==> config.mk <==
export PLATFORM = sky130hd
export DESIGN_NAME = stage_two
export DESIGN_NICKNAME = d
export VERILOG_FILES = /design/src/rtl/stage_two.sv
export SDC_FILE = /design/constraint.sdc
export NUM_CORES = 1
export LEC_CHECK = 0
export CORE_MARGIN = 10
export CORE_UTILIZATION = 58
export DETAILED_ROUTE_END_ITERATION = 8
export PLACE_DENSITY_LB_ADDON = 0.3
export SLEW_MARGIN = 20
export SYNTH_ARGS = -nofsm -noshare
export SYNTH_HDL_FRONTEND = slang
export SYNTH_SLANG_ARGS = --single-unit
==> constraint.sdc <==
create_clock -name clk -period 3.95 [get_ports clk]
set_input_delay 0.5925 -clock clk [delete_from_list [all_inputs] [get_ports clk]]
set_output_delay 0.5925 -clock clk [all_outputs]
set_load 0.01 [all_outputs]
==> src/rtl/stage_two.sv <==
// rtl/stage_two.sv - execute stage: single-cycle ALU plus 16-iteration sequential MUL/DIV engine
// Optional STAGE_TWO_FAST_MUL_EN: MUL uses a combinational multiplier and completes in one cycle.
module stage_two #(
  parameter int ITER  = 16,
  parameter int WIDTH = 16
) (
  input  logic               clk,
  input  logic               rst,
  input  logic               halt_sys,
  input  logic               in_valid,
  input  logic [1:0]         in_memc,
  input  logic               in_reg_wr,
  input  logic [WIDTH-1:0]   in_alu_a,
  input  logic [WIDTH-1:0]   in_alu_b,
  input  logic [WIDTH-1:0]   in_R1_data,
  input  logic               in_R0_en,
  input  logic [3:0]         in_alu_ctrl,
  input  logic [15:0]        in_instr,
  output logic               busy,
  output logic [2*WIDTH-1:0] aluout,
  output logic               out_valid,
  output logic [1:0]         out_memc,
  output logic               out_reg_wr,
  output logic [2*WIDTH-1:0] out_alu,
  output logic [WIDTH-1:0]   out_R1_data,
  output logic               out_R0_en,
  output logic [15:0]        out_instr,
  output logic               div0,
  output logic               overflow
);

  localparam int CW = (ITER > 1) ? $clog2(ITER) : 1;
  localparam logic [CW-1:0] LAST = CW'(ITER - 1);

  localparam logic [3:0] OP_ADD = 4'd0;
  localparam logic [3:0] OP_SUB = 4'd1;
  localparam logic [3:0] OP_AND = 4'd2;
  localparam logic [3:0] OP_OR  = 4'd3;
  localparam logic [3:0] OP_SLL = 4'd4;
  localparam logic [3:0] OP_SRL = 4'd5;
  localparam logic [3:0] OP_SRA = 4'd6;
  localparam logic [3:0] OP_ROL = 4'd7;
  localparam logic [3:0] OP_ROR = 4'd8;
  localparam logic [3:0] OP_MUL = 4'd9;
  localparam logic [3:0] OP_DIV = 4'd10;

  typedef enum logic [1:0] {IDLE, MUL, DIV, DONE} state_e;

  state_e            state_q, state_d;
  logic [CW-1:0]     cnt_q, cnt_d;
  logic [WIDTH-1:0]  hi_q, hi_d, lo_q, lo_d, m_q, m_d;
  logic              neg_p_q, neg_p_d, neg_r_q, neg_r_d;
  logic              op_div_q, op_div_d, ovf_pend_q, ovf_pend_d;
  logic [1:0]        memc_q, memc_d;
  logic              reg_wr_q, reg_wr_d, r0_q, r0_d;
  logic [WIDTH-1:0]  r1_q, r1_d;
  logic [15:0]       instr_q, instr_d;

  logic               valid_d, oreg_wr_d, or0_d, div0_d, ovf_d;
  logic [1:0]         omemc_d;
  logic [2*WIDTH-1:0] alu_d;
  logic [WIDTH-1:0]   or1_d;
  logic [15:0]        oinstr_d;

  logic [2*WIDTH-1:0] sc_res, dbl;
  logic               sc_ovf;
  logic [WIDTH-1:0]   sum;
  logic signed [WIDTH-1:0] sra_v;
  logic [3:0]         sh;

  logic [WIDTH:0]     mul_sum, div_t;
  logic               div_ge;
  logic [WIDTH-1:0]   div_diff, q_fix, r_fix;
  logic [2*WIDTH-1:0] p_fix;
  logic               launch;

  function automatic logic [WIDTH-1:0] mag(input logic [WIDTH-1:0] v);
    return v[WIDTH-1] ? -v : v;
  endfunction

  assign busy   = (state_q != IDLE);
  assign aluout = out_alu;
  assign sh     = in_alu_b[3:0];

  always_comb begin
    sc_res = '0;
    sc_ovf = 1'b0;
    sum    = '0;
    dbl    = {in_alu_a, in_alu_a};
    sra_v  = $signed(in_alu_a) >>> sh;
    case (in_alu_ctrl)
      OP_ADD: begin
        sum    = in_alu_a + in_alu_b;
        sc_res = {{WIDTH{1'b0}}, sum};
        sc_ovf = (in_alu_a[WIDTH-1] == in_alu_b[WIDTH-1]) && (sum[WIDTH-1] != in_alu_a[WIDTH-1]);
      end
      OP_SUB: begin
        sum    = in_alu_a - in_alu_b;
        sc_res = {{WIDTH{1'b0}}, sum};
        sc_ovf = (in_alu_a[WIDTH-1] != in_alu_b[WIDTH-1]) && (sum[WIDTH-1] != in_alu_a[WIDTH-1]);
      end
      OP_AND: sc_res = {{WIDTH{1'b0}}, in_alu_a & in_alu_b};
      OP_OR:  sc_res = {{WIDTH{1'b0}}, in_alu_a | in_alu_b};
      OP_SLL: sc_res = {{WIDTH{1'b0}}, in_alu_a << sh};
      OP_SRL: sc_res = {{WIDTH{1'b0}}, in_alu_a >> sh};
      OP_SRA: sc_res = {{WIDTH{1'b0}}, sra_v};
      // Rotates shift a doubled copy so the wrapped bits come along for free.
      OP_ROL: begin
        dbl    = dbl << sh;
        sc_res = {{WIDTH{1'b0}}, dbl[2*WIDTH-1:WIDTH]};
      end
      OP_ROR: begin
        dbl    = dbl >> sh;
        sc_res = {{WIDTH{1'b0}}, dbl[WIDTH-1:0]};
      end
`ifdef STAGE_TWO_FAST_MUL_EN
      OP_MUL: sc_res = {{WIDTH{in_alu_a[WIDTH-1]}}, in_alu_a} * {{WIDTH{in_alu_b[WIDTH-1]}}, in_alu_b};
`endif
      default: sc_res = '0;
    endcase
  end

  // Engine works on magnitudes; signs are reapplied when the result is delivered.
  assign mul_sum  = {1'b0, hi_q} + (lo_q[0] ? {1'b0, m_q} : '0);
  assign div_t    = {hi_q, lo_q[WIDTH-1]};
  assign div_ge   = (div_t >= {1'b0, m_q});
  assign div_diff = div_t[WIDTH-1:0] - m_q;
  assign q_fix    = neg_p_q ? -lo_q : lo_q;
  assign r_fix    = neg_r_q ? -hi_q : hi_q;
  assign p_fix    = neg_p_q ? -{hi_q, lo_q} : {hi_q, lo_q};

  always_comb begin
    state_d    = state_q;
    cnt_d      = cnt_q;
    hi_d       = hi_q;
    lo_d       = lo_q;
    m_d        = m_q;
    neg_p_d    = neg_p_q;
    neg_r_d    = neg_r_q;
    op_div_d   = op_div_q;
    ovf_pend_d = ovf_pend_q;
    memc_d     = memc_q;
    reg_wr_d   = reg_wr_q;
    r0_d       = r0_q;
    r1_d       = r1_q;
    instr_d    = instr_q;
    valid_d    = 1'b0;
    oreg_wr_d  = 1'b0;
    omemc_d    = out_memc;
    alu_d      = out_alu;
    or1_d      = out_R1_data;
    or0_d      = out_R0_en;
    oinstr_d   = out_instr;
    div0_d     = div0;
    ovf_d      = overflow;
    launch     = 1'b0;
    case (state_q)
      IDLE: begin
        if (in_valid) begin
          if (in_alu_ctrl == OP_DIV && in_alu_b != '0) begin
            launch     = 1'b1;
            state_d    = DIV;
            lo_d       = mag(in_alu_a);
            m_d        = mag(in_alu_b);
            neg_p_d    = in_alu_a[WIDTH-1] ^ in_alu_b[WIDTH-1];
            neg_r_d    = in_alu_a[WIDTH-1];
            op_div_d   = 1'b1;
            ovf_pend_d = (in_alu_a == {1'b1, {(WIDTH-1){1'b0}}}) && (in_alu_b == '1);
          end
`ifndef STAGE_TWO_FAST_MUL_EN
          else if (in_alu_ctrl == OP_MUL) begin
            launch     = 1'b1;
            state_d    = MUL;
            lo_d       = mag(in_alu_b);
            m_d        = mag(in_alu_a);
            neg_p_d    = in_alu_a[WIDTH-1] ^ in_alu_b[WIDTH-1];
            neg_r_d    = 1'b0;
            op_div_d   = 1'b0;
            ovf_pend_d = 1'b0;
          end
`endif
          else begin
            valid_d   = 1'b1;
            oreg_wr_d = in_reg_wr;
            omemc_d   = in_memc;
            or1_d     = in_R1_data;
            or0_d     = in_R0_en;
            oinstr_d  = in_instr;
            alu_d     = sc_res;
            if (in_alu_ctrl == OP_DIV) div0_d = 1'b1;
            if (sc_ovf) ovf_d = 1'b1;
          end
        end
      end
      MUL: begin
        hi_d  = mul_sum[WIDTH:1];
        lo_d  = {mul_sum[0], lo_q[WIDTH-1:1]};
        cnt_d = cnt_q + CW'(1);
        if (cnt_q == LAST) state_d = DONE;
      end
      DIV: begin
        hi_d  = div_ge ? div_diff : div_t[WIDTH-1:0];
        lo_d  = {lo_q[WIDTH-2:0], div_ge};
        cnt_d = cnt_q + CW'(1);
        if (cnt_q == LAST) state_d = DONE;
      end
      DONE: begin
        valid_d   = 1'b1;
        oreg_wr_d = reg_wr_q;
        omemc_d   = memc_q;
        or1_d     = r1_q;
        or0_d     = r0_q;
        oinstr_d  = instr_q;
        alu_d     = op_div_q ? {r_fix, q_fix} : p_fix;
        if (ovf_pend_q) ovf_d = 1'b1;
        state_d   = IDLE;
      end
      default: state_d = IDLE;
    endcase
    if (launch) begin
      cnt_d    = '0;
      hi_d     = '0;
      memc_d   = in_memc;
      reg_wr_d = in_reg_wr;
      r0_d     = in_R0_en;
      r1_d     = in_R1_data;
      instr_d  = in_instr;
    end
  end

  always_ff @(posedge clk or negedge rst) begin
    if (!rst) begin
      state_q     <= IDLE;
      cnt_q       <= '0;
      hi_q        <= '0;
      lo_q        <= '0;
      m_q         <= '0;
      neg_p_q     <= 1'b0;
      neg_r_q     <= 1'b0;
      op_div_q    <= 1'b0;
      ovf_pend_q  <= 1'b0;
      memc_q      <= '0;
      reg_wr_q    <= 1'b0;
      r0_q        <= 1'b0;
      r1_q        <= '0;
      instr_q     <= '0;
      out_valid   <= 1'b0;
      out_memc    <= '0;
      out_reg_wr  <= 1'b0;
      out_alu     <= '0;
      out_R1_data <= '0;
      out_R0_en   <= 1'b0;
      out_instr   <= '0;
      div0        <= 1'b0;
      overflow    <= 1'b0;
    end else if (!halt_sys) begin
      state_q     <= state_d;
      cnt_q       <= cnt_d;
      hi_q        <= hi_d;
      lo_q        <= lo_d;
      m_q         <= m_d;
      neg_p_q     <= neg_p_d;
      neg_r_q     <= neg_r_d;
      op_div_q    <= op_div_d;
      ovf_pend_q  <= ovf_pend_d;
      memc_q      <= memc_d;
      reg_wr_q    <= reg_wr_d;
      r0_q        <= r0_d;
      r1_q        <= r1_d;
      instr_q     <= instr_d;
      out_valid   <= valid_d;
      out_memc    <= omemc_d;
      out_reg_wr  <= oreg_wr_d;
      out_alu     <= alu_d;
      out_R1_data <= or1_d;
      out_R0_en   <= or0_d;
      out_instr   <= oinstr_d;
      div0        <= div0_d;
      overflow    <= ovf_d;
    end
  end

endmodule

======== Word-level counts from Yosys, hierarchy flattened ========
Cells that the tools add are included.
word-level totals
  bits of input ports ..................... 76
  flip-flop bits (word level) ............. 165
operators by class
  add/subtract/negate cells ............... 10
  multiplexer cells ....................... 69
  bitwise gates (word level) .............. 6
  reduce and logical (&&, ||, !) cells .... 23
  equality and inequality tests ........... 27
  shift-type cells ........................ 5
  $lt $le $gt $ge ......................... 1
operators by type and width
  kind                                            count
  2-to-1 mux 16 bit                               18
  2-to-1 mux 32 bit                               5
  one-hot mux 16 bit (9 select lines)             1
  one-hot mux 16 bit (2 select lines)             3
  negator 16 bit                                  4
  one-hot mux 32 bit (2 select lines)             1
  one-hot mux 16 bit (3 select lines)             1
  == test 16 bit (second input constant)          2
  negator 32 bit                                  1
  left shift 32 x 4 -> 32 bit                     1
  right shift 32 x 4 -> 16 bit                    1
  subtractor 16 bit                               2
  2-to-1 mux 1 bit                                24
  adder 16 x 16 -> 17 bit                         1
  greater-or-equal comparator 17 x 16 -> 1 bit    1
  adder 16 bit                                    1
  bitwise AND 16 bit                              1
  == test 4 x 3 -> 1 bit (second input constant)  4
  == test 4 bit (second input constant)           4
  OR 16 bit                                       1
  nonzero test 16 bit                             1
  left shift 16 x 4 -> 16 bit                     1
  right shift 16 x 4 -> 16 bit                    1
  >>> shifter 16 x 4 -> 16 bit                    1
  28 further kinds                                60

======== Logic depth before layout (Yosys ltp) ========
Gate-level depths: netlist (run 1).
  depth in word-level cells ............... 9
  mapped depth ............................ 15
  mapped depth without buffers ............ 12

======== Least setup slack after synthesis (run 1) ========
OpenSTA, ideal clock, no wires.
  kind .................................... input to register
  from .................................... input in_alu_b[2]
  to ...................................... register out_alu[12] (netlist: aluout[12])
  slack ................................... 0.014 ns
  buffers on the path ..................... 4
  required time ........................... 3.824 ns
  library setup time ...................... 0.126 ns
  stages on the path ...................... 14
  data arrival time ....................... 3.810 ns
  path through ............................ buf_2 -> inv_2 -> buf_1 -> buf_1 -> ha_1 -> clkbuf_1 -> nand2b_1 -> a221oi_1 -> o21a_1 -> a211oi_1 -> mux2_2 -> a221o_1 -> a221oi_1 -> nor2_1
on the way
  word-level cells in the longest chain between the ends .. 6
RTL lines
  element                                          line  source
  from (decl)                                      14    input logic [WIDTH-1:0] in_alu_b,
  subtractor 16 bit, or another cell as far along  98    sum = in_alu_a - in_alu_b;
  one-hot mux 16 bit (9 select lines)              91    case (in_alu_ctrl)
  2-to-1 mux 32 bit                                171   else if (in_alu_ctrl == OP_MUL) begin
  2-to-1 mux 32 bit                                160   if (in_alu_ctrl == OP_DIV && in_alu_b != '0) begin
  2-to-1 mux 32 bit                                159   if (in_valid) begin
  one-hot mux 32 bit (2 select lines)              157   case (state_q)
  to (signal assigned)                             274   out_alu <= alu_d;
  to (decl)                                        24    output logic [2*WIDTH-1:0] out_alu,
Several ways; a longest one is shown, not always the timed one. The select of a mux whose other input is x is not followed.
A chain may end at the register's enable or synchronous reset.

======== Worst setup path in the final report (run 1) ========
  from .................................... register lo_q[0]
  to ...................................... register hi_q[13]
on the way
  word-level cells in the longest chain between the ends .. 4
RTL lines
  element                              line  source
  from (decl)                          51    logic [WIDTH-1:0] hi_q, hi_d, lo_q, lo_d, m_q, m_d;
  from (signal assigned)               260   lo_q <= lo_d;
  2-to-1 mux 16 bit                    124   assign mul_sum = {1'b0, hi_q} + (lo_q[0] ? {1'b0, m_q} : '0);
  adder 16 x 16 -> 17 bit              124
  one-hot mux 16 bit (2 select lines)  157
  2-to-1 mux 16 bit                    220   if (launch) begin
  to (signal assigned)                 259   hi_q <= hi_d;
  to (decl)                            51
Every way passes these cells.

==> results of run 1 <==
[layout by cell type, fill, tap and decap left out, types with 31 or more instances in the layout]
master and n:
a21oi_1 134, o21ai_0 173, mux2i_1 77, nor2_1 173
inv_1 77, buf_4 130, clkdlybuf4s50_1 176, xnor2_1 63
nand3_1 31, nand2_1 315, nor3_1 31, ha_1 91
dfrtp_1 165
[cell type report]
| cell class | count | area, µm² |
|---|---|---|
| sequential | 165 | 4130 |
| clock buffer | 17 | 425 |
| clock inverter | 15 | 196 |
| antenna | 2 | 5.00 |
| timing repair buffer | 315 | 2880 |
| inverter | 82 | 308 |
| tap | 335 | 419 |
| fill | 1995 | 7460 |
| multi-input combinational | 1562 | 10200 |
[per-layer routing]
layer	vias up	GRT usage [%]	share of wire (%)
met1	7927	45.3	37
li1	7359	-	-
met3	305	8.72	11
met5	-	0	0
met2	1280	57.0	45
met4	0	23.0	7.4
[cell usage after synthesis, types with 30 or more instances]
master / instances / area [µm²]
a21oi_1: 134 / 671
a22oi_1: 30 / 225
buf_4: 34 / 255
clkbuf_1: 96 / 360
dfrtp_1: 165 / 4130
ha_1: 92 / 1150
inv_1: 77 / 289
mux2i_1: 77 / 771
nand2_1: 315 / 1180
nand3_1: 31 / 155
nor2_1: 174 / 653
nor3_1: 32 / 160
o21ai_0: 173 / 866
xnor2_1: 63 / 552
[worst max-delay path by stage]
| stage | end | from | slack [ns] |
|---|---|---|---|
| 6_report | hi_q[13] | lo_q[0] | 0.40 |
| 2_1_floorplan | aluout[12] | in_alu_b[2] | 0.01 |
| 3_5_place_dp | aluout[8] | in_alu_a[0] | 0.08 |
| 4_1_cts | hi_q[14] | lo_q[0] | 0.50 |
| 3_3_place_gp | aluout[12] | in_alu_a[0] | 0.12 |
| 5_1_grt | hi_q[14] | lo_q[0] | 0.13 |
[power by group]
part / internal (µW) / total (µW) / switching [µW]
Combinational: 3120 / 7240 / 4110
Sequential: 2470 / 3350 / 880
Clock: 872 / 1760 / 888
[worst max-delay path: stages (launching register included)]
cell,delay (ns)
dfrtp_1,0.42
clkinv_1,0.53
nor2_1,0.41
fa_1,0.32
a211oi_1,0.10
nor2_1,0.24
o22ai_1,0.21
o21ai_0,0.39
o221ai_1,0.26
xnor2_1,0.19
a22oi_1,0.21
o21ai_0,0.12
[sequential cells by signal, summed over array words and instances, names as in the netlist, 2 cells and up]
signal,count
memc_q,2
hi_q,16
out_R1_data,16
cnt_q,4
r1_q,16
out_memc,2
instr_q,16
aluout,32
state_q,2
out_instr,16
lo_q,16
m_q,16
[per-stage QoR]
stage / instance area, µm² / hold slack, ns
floorplan: 15300 / 0.297
global placement: 17900 / 0.457
detailed placement: 17900 / 0.461
CTS: 18500 / 0.202
global route: 18500 / 0.235
finish: 18500 / 0.171
[kinds of logic after synthesis]
logic type,count (synthesis),share of synthesized area [%]
simple gates,683,20.2
xor+xnor,85,4.91
compound gates,584,24.3
buf+inv,246,7.11
fa+ha+maj,96,8.04
mux,114,8.49
flops,165,27.0
==> results.txt, run 1 <==
- Avg WL per Cell: 25.4 µm
- Die footprint: 0.0333 mm²
- At the worst endpoint, the arrival time is 3.86 ns.
* Total negative setup slack: 0 ns
- TritonCTS built the clock tree.
- Setup Skew: 0.0197 ns
- The finished layout holds 2493 standard cells, fillers aside.
* Ratio of cells with drive above 1 in the final layout: 11.4%
* Number of synthesis warnings: 0
* Achievable clock frequency: 0.282 GHz
- Horizontal die dimension: 182 µm
- Core Rows: 59
- Power density over cell area: 667 mW/mm²
* Number of synthesized flops with an enable pin: 0
- Status: completed
- The wire-length estimate of the detail-placed layout is 48.6 mm.
- VDD sags by at most 0.621 mV.
- After synthesis the cells add up to 0.0153 mm².
* Count of distinct cell types in the synthesized netlist: 86
- After clock tree synthesis, the clock-pin slew on the worst setup and hold paths is 0.08 ns.
- Final #Nets: 2315
* Area of the core region: 0.0260 mm²
* Sequential share of the synthesized area: 27.0%
- Setup violations remaining at the end of the flow were counted as 0.
* Worst slew margin relative to its limit: 32.0%
- The first global-routing pass estimated 96.7 mm of wire.
* Critical path class: reg -> reg
* DRC marker count from the first detailed-route iteration: 2700
- Gates resized during post-CTS repair numbered 0.
- In the finished design, the share of the clock period the worst path needs comes to 89.8%.
- After detailed routing, the number of remaining DRC violations is 0.
* Vias after detailed routing: 16900
* Worst min-delay path class: in -> async
- TritonCTS Buffers: 17
* Antenna violations before repair: 1
- Placed Instances: 2459
- Most used flip-flop cell after synthesis: dfrtp_1
- For this design, the CTS-stage hold fixing added 0 buffers.
- In the synthesized netlist the async set-or-reset flop fraction comes to 100%.
- The total count of max-transition violations in the final report was 0.
- Total routing resource utilization after global routing: 36.8%
- In this run the remaining antenna-violating nets after routing total 0.
* LEAKAGE: 0.00805 µW
- Counting every instance in the synthesized netlist gives 1973.
- The first detailed-routing pass took 6 iterations.
- The floorplan step set the die height to 182 µm.
- For the worst setup path, the data required time is 4.26 ns.
* RSZ-0062 raised after global routing: no
- Layout area overhead: 21.0%
* Crit-path max FO: 17
- The root buffer cell chosen for the clock tree is clkbuf_16.
- Slack of the worst reg-to-reg path: 0.40 ns
* Maximum number of pins on one net before global-route repair: 105
- The congestion estimate from routability-driven global placement came to 1.10.
- The clock passes through at most 2 buffers.
* WL final: 63.4 mm
* Reg2Reg Capture Point: hi_q[13]
* Post-Syn Nets: 2145
- Buffers added to address setup during post-CTS repair amount to 0.
* Clock H-tree levels: 4
- Final total power: 12300 µW
- During placement, the flow inserted port buffers numbering 179.
* Maxcap violations: 0
- After layout, the worst setup slack is 0.403 ns.
- At the placement stage, the worst setup path has a slack of 0.0789 ns.
- The number of hold violations in the final report came to 0.
* Worst Reg-to-Reg Cells: 11
* Average cell area after synthesis: 7.76 µm²
* Utilization of the core after routing: 71.3%
* Slew at the pin closest to its max-slew limit: 1.01 ns
- For this configuration, the core starts out at a cell density of 58.9%.
- The number of global-route vias before repair is 16200.
- The startpoint identified for the worst register-to-register timing path is lo_q[0].
* Clock Sink Count: 165
- Critical Path Sink Type: flop
* Crit start category: flop
- Dividing the detail-routed via count by the number of cells gives 6.77.
- Shortest clock period the worst path allows after layout: 3.55 ns
- At the later pin of the worst-skew pair, clock insertion delay measures 0.46 ns.
- I/O pins: 180
- Counting flops and latches in the post-synthesis netlist gives 165.
* Residual overflow from global routing: 0
Note: power is estimated with default switching activity, not from simulation.
==> run 2, diff against run 1 <==
--- a/config.mk
+++ b/config.mk
@@ -7,9 +7,11 @@
 export LEC_CHECK = 0
 export CORE_MARGIN = 10
 export CORE_UTILIZATION = 58
+export CTS_BUF_LIST = sky130_fd_sc_hd__clkbuf_16
 export DETAILED_ROUTE_END_ITERATION = 8
 export PLACE_DENSITY_LB_ADDON = 0.3
 export SLEW_MARGIN = 20
 export SYNTH_ARGS = -nofsm -noshare
 export SYNTH_HDL_FRONTEND = slang
 export SYNTH_SLANG_ARGS = --single-unit
+export TNS_END_PERCENT = 20
==> results of run 2 <==
Same layout as run 1: the final DEF is identical, and so are final timing and power.
